File: src/rtl/ir_motion_gate.sv
// IR beam-break conditioner and motion-gate FSM.
// Synchronises and debounces the raw receiver, then holds freeze_out high for the
// duration of a beam break plus a hold window, pulsing event_out once per passage.
module ir_motion_gate #(
  parameter int DEBOUNCE_CYCLES = 7425,
  parameter int HOLD_CYCLES     = 7425000,
  parameter int LEN_WIDTH       = 24,
  parameter int COUNT_WIDTH     = 16
) (
  input  logic                   clk_in,
  input  logic                   rst_in,
  input  logic                   ir_in,
  input  logic                   arm_in,
  output logic                   freeze_out,
  output logic                   event_out,
  output logic [COUNT_WIDTH-1:0] event_count_out,
  output logic [LEN_WIDTH-1:0]   break_len_out,
  output logic [1:0]             state_out
);

  localparam int DW = $clog2(DEBOUNCE_CYCLES + 1);
  localparam int HW = $clog2(HOLD_CYCLES + 1);
  localparam logic [DW-1:0] DEB_LAST  = DW'(DEBOUNCE_CYCLES - 1);
  localparam logic [HW-1:0] HOLD_LAST = HW'(HOLD_CYCLES - 1);

  generate
    if (DEBOUNCE_CYCLES < 1 || HOLD_CYCLES < 1) begin : g_bad_param
      $error("ir_motion_gate: DEBOUNCE_CYCLES and HOLD_CYCLES must both be >= 1");
    end
  endgenerate

  typedef enum logic [1:0] {
    S_IDLE  = 2'd0,
    S_BREAK = 2'd1,
    S_HOLD  = 2'd2
  } state_t;

  logic          sync_q, ir_s;
  logic          deb, deb_q;
  logic [DW-1:0] deb_cnt;
  logic          rise, fall;

  state_t                 state, state_nxt;
  logic [LEN_WIDTH-1:0]   len_cnt, len_nxt;
  logic [HW-1:0]          hold_cnt, hold_nxt;
  logic [LEN_WIDTH-1:0]   blen_nxt;
  logic [COUNT_WIDTH-1:0] cnt_nxt;
  logic                   evt_nxt;

  // Two-flop synchroniser, then a level filter: deb only follows ir_s once the
  // new level has persisted for DEBOUNCE_CYCLES consecutive cycles.
  always_ff @(posedge clk_in) begin
    if (rst_in) begin
      sync_q  <= 1'b0;
      ir_s    <= 1'b0;
      deb     <= 1'b0;
      deb_q   <= 1'b0;
      deb_cnt <= '0;
    end else begin
      sync_q <= ir_in;
      ir_s   <= sync_q;
      deb_q  <= deb;
      if (ir_s == deb) begin
        deb_cnt <= '0;
      end else if (deb_cnt == DEB_LAST) begin
        deb     <= ~deb;
        deb_cnt <= '0;
      end else begin
        deb_cnt <= deb_cnt + DW'(1);
      end
    end
  end

  assign rise = deb & ~deb_q;
  assign fall = ~deb & deb_q;

  // Next-state and datapath: disarm wins over everything; a re-break during HOLD
  // is treated as the same passage (no new event).
  always_comb begin
    state_nxt = state;
    len_nxt   = len_cnt;
    hold_nxt  = hold_cnt;
    blen_nxt  = break_len_out;
    cnt_nxt   = event_count_out;
    evt_nxt   = 1'b0;
    case (state)
      S_IDLE: begin
        if (rise && arm_in) begin
          state_nxt = S_BREAK;
          evt_nxt   = 1'b1;
          len_nxt   = LEN_WIDTH'(1);
          if (event_count_out != '1) cnt_nxt = event_count_out + COUNT_WIDTH'(1);
        end
      end
      S_BREAK: begin
        if (!arm_in) begin
          state_nxt = S_IDLE;
        end else if (fall) begin
          state_nxt = S_HOLD;
          blen_nxt  = len_cnt;
          hold_nxt  = '0;
        end else if (len_cnt != '1) begin
          len_nxt = len_cnt + LEN_WIDTH'(1);
        end
      end
      S_HOLD: begin
        if (!arm_in) begin
          state_nxt = S_IDLE;
        end else if (rise) begin
          state_nxt = S_BREAK;
          len_nxt   = LEN_WIDTH'(1);
        end else if (hold_cnt == HOLD_LAST) begin
          state_nxt = S_IDLE;
        end else begin
          hold_nxt = hold_cnt + HW'(1);
        end
      end
      default: state_nxt = S_IDLE;
    endcase
  end

  // State register and registered outputs.
  always_ff @(posedge clk_in) begin
    if (rst_in) begin
      state           <= S_IDLE;
      len_cnt         <= '0;
      hold_cnt        <= '0;
      break_len_out   <= '0;
      event_count_out <= '0;
      event_out       <= 1'b0;
      freeze_out      <= 1'b0;
    end else begin
      state           <= state_nxt;
      len_cnt         <= len_nxt;
      hold_cnt        <= hold_nxt;
      break_len_out   <= blen_nxt;
      event_count_out <= cnt_nxt;
      event_out       <= evt_nxt;
      freeze_out      <= (state_nxt != S_IDLE);
    end
  end

  assign state_out = state;

endmodule

File: config.mk
export PLATFORM = sky130hd
export DESIGN_NAME = ir_motion_gate
export DESIGN_NICKNAME = d
export VERILOG_FILES = /design/src/rtl/ir_motion_gate.sv
export SDC_FILE = /design/constraint.sdc
export NUM_CORES = 1
export LEC_CHECK = 0
export BUFFER_PORTS_ARGS = -buffer_cell sky130_fd_sc_hd__buf_4
export CAP_MARGIN = 15
export CORE_ASPECT_RATIO = 0.8
export CORE_UTILIZATION = 65
export CTS_BUF_LIST = sky130_fd_sc_hd__clkbuf_4 sky130_fd_sc_hd__clkbuf_8
export DETAILED_ROUTE_END_ITERATION = 12
export HOLD_SLACK_MARGIN = 0.1
export PLACE_DENSITY = 0.91
export SKIP_LAST_GASP = 1
export SLEW_MARGIN = 30
export SYNTH_ARGS = -nofsm -noshare
export SYNTH_HDL_FRONTEND = slang
export SYNTH_SLANG_ARGS = --single-unit
export TNS_END_PERCENT = 10
File: constraint.sdc
create_clock -name clk_in -period 4 [get_ports clk_in]
set_input_delay 0.4 -clock clk_in [delete_from_list [all_inputs] [get_ports clk_in]]
set_output_delay 0.4 -clock clk_in [all_outputs]
set_load 0.01 [all_outputs]
==> results of run 1 <==
-- per-layer routing --
| metal | wire (µm) | track usage (%) |
|---|---|---|
| met1 | 5131 | 37.60 |
| met2 | 5289 | 48.22 |
| met3 | 741 | 6.024 |
| met4 | 129 | 9.130 |
| met5 | 0 | 0 |
-- worst paths after layout --
kind	start	depth (start not counted)	end	slack, ns
max	state_out[0]	5	hold_cnt[4]	1.37
min	ir_in	2	sync_q	0.23
max reg2reg	state_out[0]	5	hold_cnt[4]	1.37
min reg2reg	deb_cnt[0]	1	deb_cnt[0]	0.45
-- cell type report --
class,count,area (µm²),share of cell area (%)
clock buffers,11,145.1,2.592
clock inverters,4,26.28,0.4693
inverters,12,45.04,0.8045
multi-input cells,466,2721,48.60
flip-flops and latches,108,2162,38.61
well taps,105,131.4,2.346
repair buffers,49,367.9,6.570
-- layout by cell type (no fill, tap or decap), drive strengths merged, types with 4 or more instances in the layout --
cell     Yosys  routed
inv         12      12
xnor2       12      12
nor2b        5       5
nand3       36      36
buf         13      49
dfxtp      108     108
or2          4       4
nand4       17      17
or4         15      15
nor3        18      18
a21oi       53      53
o31ai        6       6
mux2i        6       6
nor4        15      15
xor2        15      15
or3         20      20
clkbuf      15      11
and4         5       5
o2111ai      4       4
and3         8       8
nand2       95      95
o21ai       22      22
nor2        54      54
ha           5       5
o211ai      10      10
-- power by group --
part / switching [mW] / internal, mW / total (mW) / leakage (nW)
clock network: 0.354 / 0.246 / 0.600 / 0.0886
logic: 0.0216 / 0.00528 / 0.0269 / 0.878
registers: 0.000602 / 1.08 / 1.08 / 0.870
-- kinds of logic (layout without fill, tap and decap cells) --
logic type,Yosys count,after routing
AND/OR/NAND/NOR,315,315
adder cells (fa/ha/maj),5,5
buffers and inverters,40,76
AO/OA/AOI/OAI,112,112
multiplexers,7,7
flip-flops,108,108
XOR/XNOR,27,27
-- flip-flops by register name, summed over array words and instances, names as in the netlist --
name,count
break_len_out,24
deb,1
deb_cnt,13
deb_q,1
event_count_out,16
event_out,1
freeze_out,1
hold_cnt,23
ir_s,1
len_cnt,24
state_out,2
sync_q,1
-- critical path: stages (launching register included) --
cell,delay [ns]
dfxtp_1,0.53
or3b_1,0.43
nand3_2,0.39
nand2_1,0.52
or4_1,0.64
nand2_1,0.07
-- per-stage QoR --
stage	util [%]	hold WS [ns]	power, mW	std cells
2_1_floorplan	-	0.4138	1.120	614
4_1_cts	74.68	0.2324	1.707	755
3_3_place_gp	72.40	0.4174	1.127	740
5_1_grt	74.68	0.2288	1.754	755
6_report	74.68	0.2335	1.703	755
3_5_place_dp	72.40	0.4457	1.128	740
==> results_dict.tcl, run 1 <==
set metrics [dict create \
    rsz0062_at_grt "false" \
    wl_um 11290 \
    wl_per_cell_um 14.96 \
    gr-total-overflow 0 \
    antenna_cells 0 \
    crit_fanout 25 \
    cp.required_ns 4.32 \
    worst_setup_path_end_kind "flop" \
    ios 48 \
    muxShareOfSynthArea_pct 1.404 \
    postRouteAntennaNets 0 \
    cts-root-buf "clkbuf_8" \
    drc 0 \
    die_y_um 81.06 \
    fin_setup_tns_ns 0 \
    dp_slack_ns 1.419 \
    synth-simple-area-share_pct 32.57 \
    post_cts_resized 0 \
    clockBufferDepth 2 \
    yosys_warnings 0 \
    syn-cell-area_um2 5079 \
    cp.arrival_ns 2.95 \
    antenna_found_initial 0 \
    outcome "finished clean" \
    fillers 608 \
    fin_crit_sh_pct 65.81 \
    critPathKind "reg -> reg" \
    numCtsBuffers 9 \
    nets 655 \
    synth_top_area_share_pct 42.57 \
    cap_violations 0 \
    track_usage_pct 28.83 \
    initial_utilization_pct 67.74 \
    syn-instance-count 614 \
    dr.pass1.iters 7 \
    cts_htree_levels 3 \
    drt_iter0_markers 383 \
    report.final.slew_viol_count 0 \
    synth_top_family_by_area "simple AND/OR/NAND/NOR gates" \
    finClkSkew_ns 0.008907 \
    place_congestion 0.8586 \
    drive_gt1_share_pct 12.00 \
    synthMostInstantiatedCell "dfxtp_1" \
    tritoncts "built" \
    min_path_type "in -> reg" \
    synth.largest_area_cell "dfxtp_1" \
    synthArstFlopShare_pct 0 \
    slew-limit-headroom_pct 37.26 \
    clock_sinks 108 \
    postCtsSetupBuffers 0 \
    synth_cell_types 63 \
    ys_seq_area_share_pct 42.57 \
    grt_pass1_wl_um 18790 \
    worst_pin_slew_ns 0.9411 \
    synth_flop_cell "dfxtp_1" \
    viasPerCell 6.140 \
    port_buffers 47 \
    vias 4636 \
    placed_cell_area_um2 5428 \
    grt_pass1_vias 4059 \
    setup_violations 0 \
    setup_slack_ns 1.367 \
    dp_hpwl_um 7711 \
    synth_compound_area_share_pct 13.72 \
    fmax_ghz 0.3799 \
    synth-xor-area-share_pct 4.656 \
    powerDensity_nw_per_um2 304.2 \
    fin_crit_ns 2.633 \
    holdBufCountCts 0 \
    cp-start-kind "flop" \
    grt_max_degree 59 \
    synthesis.nets 623 \
    core_area_um2 7497 \
    stdcell_area_um2 5599 \
    peakVddDrop_mv 0.2234 \
    rows 28 \
    die_w_um 100.8 \
    postSynthAreaPerCell_um2 8.271 \
    clock_latency_ns 0.37 \
    synth_edf_count 0 \
    ys_top_cells_by_area "dfxtp_1 (43%), nand2_1 (7.0%), a21oi_1 (5.2%), nor2_1 (4.0%), nand3_1 (3.4%)" \
    hold_viol 0 \
    die_area_um2 8173 \
    cts.clk_slew.worst_paths_ns 0.09 \
    synthTopCellsByCount "dfxtp_1 (108), nand2_1 (95), nor2_1 (54)" \
    syn_to_final_growth_pct 10.25 \
    ys_ff_latch 108 \
    yosys.area_share.adder_pct 1.232 \
    p_leak_nw 1.837 \
]
Note: power is estimated with default switching activity, not from simulation.
==> run 2, diff against run 1 <==
--- a/config.mk
+++ b/config.mk
@@ -8,11 +8,11 @@
 export BUFFER_PORTS_ARGS = -buffer_cell sky130_fd_sc_hd__buf_4
 export CAP_MARGIN = 15
 export CORE_ASPECT_RATIO = 0.8
-export CORE_UTILIZATION = 65
+export CORE_UTILIZATION = 61
 export CTS_BUF_LIST = sky130_fd_sc_hd__clkbuf_4 sky130_fd_sc_hd__clkbuf_8
 export DETAILED_ROUTE_END_ITERATION = 12
 export HOLD_SLACK_MARGIN = 0.1
-export PLACE_DENSITY = 0.91
+export PLACE_DENSITY = 0.87
 export SKIP_LAST_GASP = 1
 export SLEW_MARGIN = 30
 export SYNTH_ARGS = -nofsm -noshare
==> constraint.sdc (replaced) <==
create_clock -name clk_in -period 2.6 [get_ports clk_in]
set_input_delay 0.26 -clock clk_in [delete_from_list [all_inputs] [get_ports clk_in]]
set_output_delay 0.26 -clock clk_in [all_outputs]
set_load 0.01 [all_outputs]
==> run 2 against run 1 <==
Net effect: worst setup slack lost 1.0 ns; die area grew 6.4%; first-iteration DRC count shrank 24%; hold slack worse by 0.12 ns; power grew 56%; via count is 1.5% higher; critical path depth grew 1; register-to-register slack worse by 1.0 ns; clock-buffer cell count is 1 higher; maximum frequency up 15%; flip-flop and latch count unchanged; combinational power up 68%.
==> results_dict.tcl, run 2 (synthesis gave the netlist of run 1 again) <==
set metrics [dict create \
    cp_cell_sequence "ha_1 > nand3_1 > or3_4 > o21ai_4 > nor4_1 > o21a_1" \
    finClkSkew_ns 0.01110 \
    holdPathEnd "sync_q" \
    die_area_um2 8697 \
    fin_crit_ns 2.280 \
    clock_sinks 108 \
    rows 29 \
    wl_met2_um 5414 \
    cpMaxStageDelayCell "o21ai_4" \
    power_frac_clock_pct 36.0 \
    hold_viol 0 \
    critPathKind "reg -> reg" \
    top_regs "break_len_out x24, len_cnt x24, hold_cnt x23" \
    peakVddDrop_mv 0.3586 \
    outcome "finished clean" \
    wl_met1_um 5295 \
    cap_violations 0 \
    drive_gt1_share_pct 13.20 \
    drt_iter0_markers 290 \
    worstRegToRegCells 6 \
    numCtsBuffers 9 \
    cts-root-buf "clkbuf_8" \
    swShare_pct 22.50 \
    worst_pin_slew_ns 0.7838 \
    final_cell_mix "dfxtp_1 (108), nand2_1 (95), buf_4 (58), nor2_1 (54), a21oi_1 (53)" \
    clock_latency_ns 0.37 \
    cp.depth 6 \
    r2r_slack_ns 0.32 \
    viasPerCell 6.136 \
    setup_violations 0 \
    pwr-share-comb_pct 1.7 \
    p_switching_mw 0.5976 \
    dp_hpwl_um 8022 \
    rr_endpoint "hold_cnt[18]" \
    fin_setup_tns_ns 0 \
    cp-start-kind "flop" \
    wl_met3_um 805 \
    postRouteAntennaNets 0 \
    worst_setup_path_end_kind "flop" \
    core_area_um2 7983 \
    hold-path-cell-count 2 \
    clockBufferDepth 2 \
    cp_num_buf_inv 0 \
    regArea_um2 2162 \
    fmax_ghz 0.4386 \
    stdcell_area_um2 5675 \
    p_int_mw 2.058 \
    grt_pass1_vias 4316 \
    rsz0062_at_grt "false" \
    nets 664 \
    die_w_um 104.0 \
    grt_pass1_wl_um 19780 \
    tritoncts "built" \
    final_common_cell "dfxtp_1" \
    slew-limit-headroom_pct 47.55 \
    fin_crit_sh_pct 87.69 \
    port_buffers 47 \
    cp.arrival_ns 2.55 \
    wl_um 11660 \
    multi_input_comb_area_um2 2721 \
    worstHoldStart "ir_in" \
    vias 4706 \
    dr.pass1.iters 5 \
    gr-total-overflow 0 \
    p_leak_nw 1.879 \
    p_seq_share_pct 62.3 \
    die_y_um 83.61 \
    cts.clk_slew.worst_paths_ns 0.10 \
    antenna_cells 0 \
    cts_htree_levels 3 \
    cp.required_ns 2.87 \
    post_cts_resized 0 \
    routed.top_layer "met4" \
    max_stage_delay_ns 0.65 \
    postCtsSetupBuffers 0 \
    wl_per_cell_um 15.20 \
    track_usage_pct 27.54 \
    r2r-start "hold_cnt[0]" \
    grt_max_degree 59 \
    drc 0 \
    critical_path.top_delay_family "compound AO/OA/AOI/OAI gates" \
    syn_to_final_growth_pct 11.75 \
    powerDensity_nw_per_um2 468.0 \
    antenna_found_initial 0 \
    initial_utilization_pct 63.62 \
    min_path_type "in -> reg" \
    ios 48 \
    placed_cell_area_um2 5499 \
    holdBufCountCts 0 \
    crit_fanout 36 \
    fillers 651 \
    place_congestion 0.9030 \
    report.final.slew_viol_count 0 \
]
## run 2: cell count changes in the layout (fill, tap and decap cells not counted)
cell,before,now
buf_4,49,58
clkbuf_4,1,2
clkinvlp_4,1,2
clkinv_2,2,0
## run 2: worst max path at each step
stage | endpoint | from
after floorplan | len_cnt[10] | len_cnt[0]
after global placement | hold_cnt[12] | hold_cnt[0]
after detailed placement | hold_cnt[18] | hold_cnt[0]
after CTS | hold_cnt[18] | hold_cnt[0]
after global routing | hold_cnt[12] | hold_cnt[0]
final | hold_cnt[18] | hold_cnt[0]
## run 2: area by class of cell
class / instances / share of cell area, %
multi-input combinational: 466 / 47.95
timing repair buffer: 58 / 7.672
clock buffer: 12 / 2.690
inverter: 12 / 0.7937
clock inverter: 3 / 0.4189
sequential: 108 / 38.10
tap: 108 / 2.381
## run 2: stage by stage
step / instances / utilization [%] / total power [mW] / hold slack [ns] / worst slack (ns)
after global placement: 752 / 68.89 / 1.737 / 0.4210 / 0.4814
after floorplan: 614 / - / 1.723 / 0.3882 / 0.6745
after CTS: 767 / 71.10 / 2.662 / 0.1023 / 0.3651
final: 767 / 71.10 / 2.656 / 0.1139 / 0.3201
after global routing: 767 / 71.10 / 2.740 / 0.1215 / 0.1020
after detailed placement: 752 / 68.89 / 1.739 / 0.4416 / 0.3833
## run 2: power groups by stage
stage,sequential [mW],combinational (mW),clock [mW]
after floorplan,1.69,0.0293,0
final,1.66,0.0452,0.955
after global placement,1.69,0.0431,0
after CTS,1.66,0.0447,0.961
after detailed placement,1.69,0.0446,0
after global routing,1.66,0.0500,1.03
## run 2: metal layers
metal	GRT usage, %	vias to the layer above
li1	-	2297
met1	35.84	2212
met2	45.21	182
met3	6.323	15
met4	9.221	0
met5	0	-
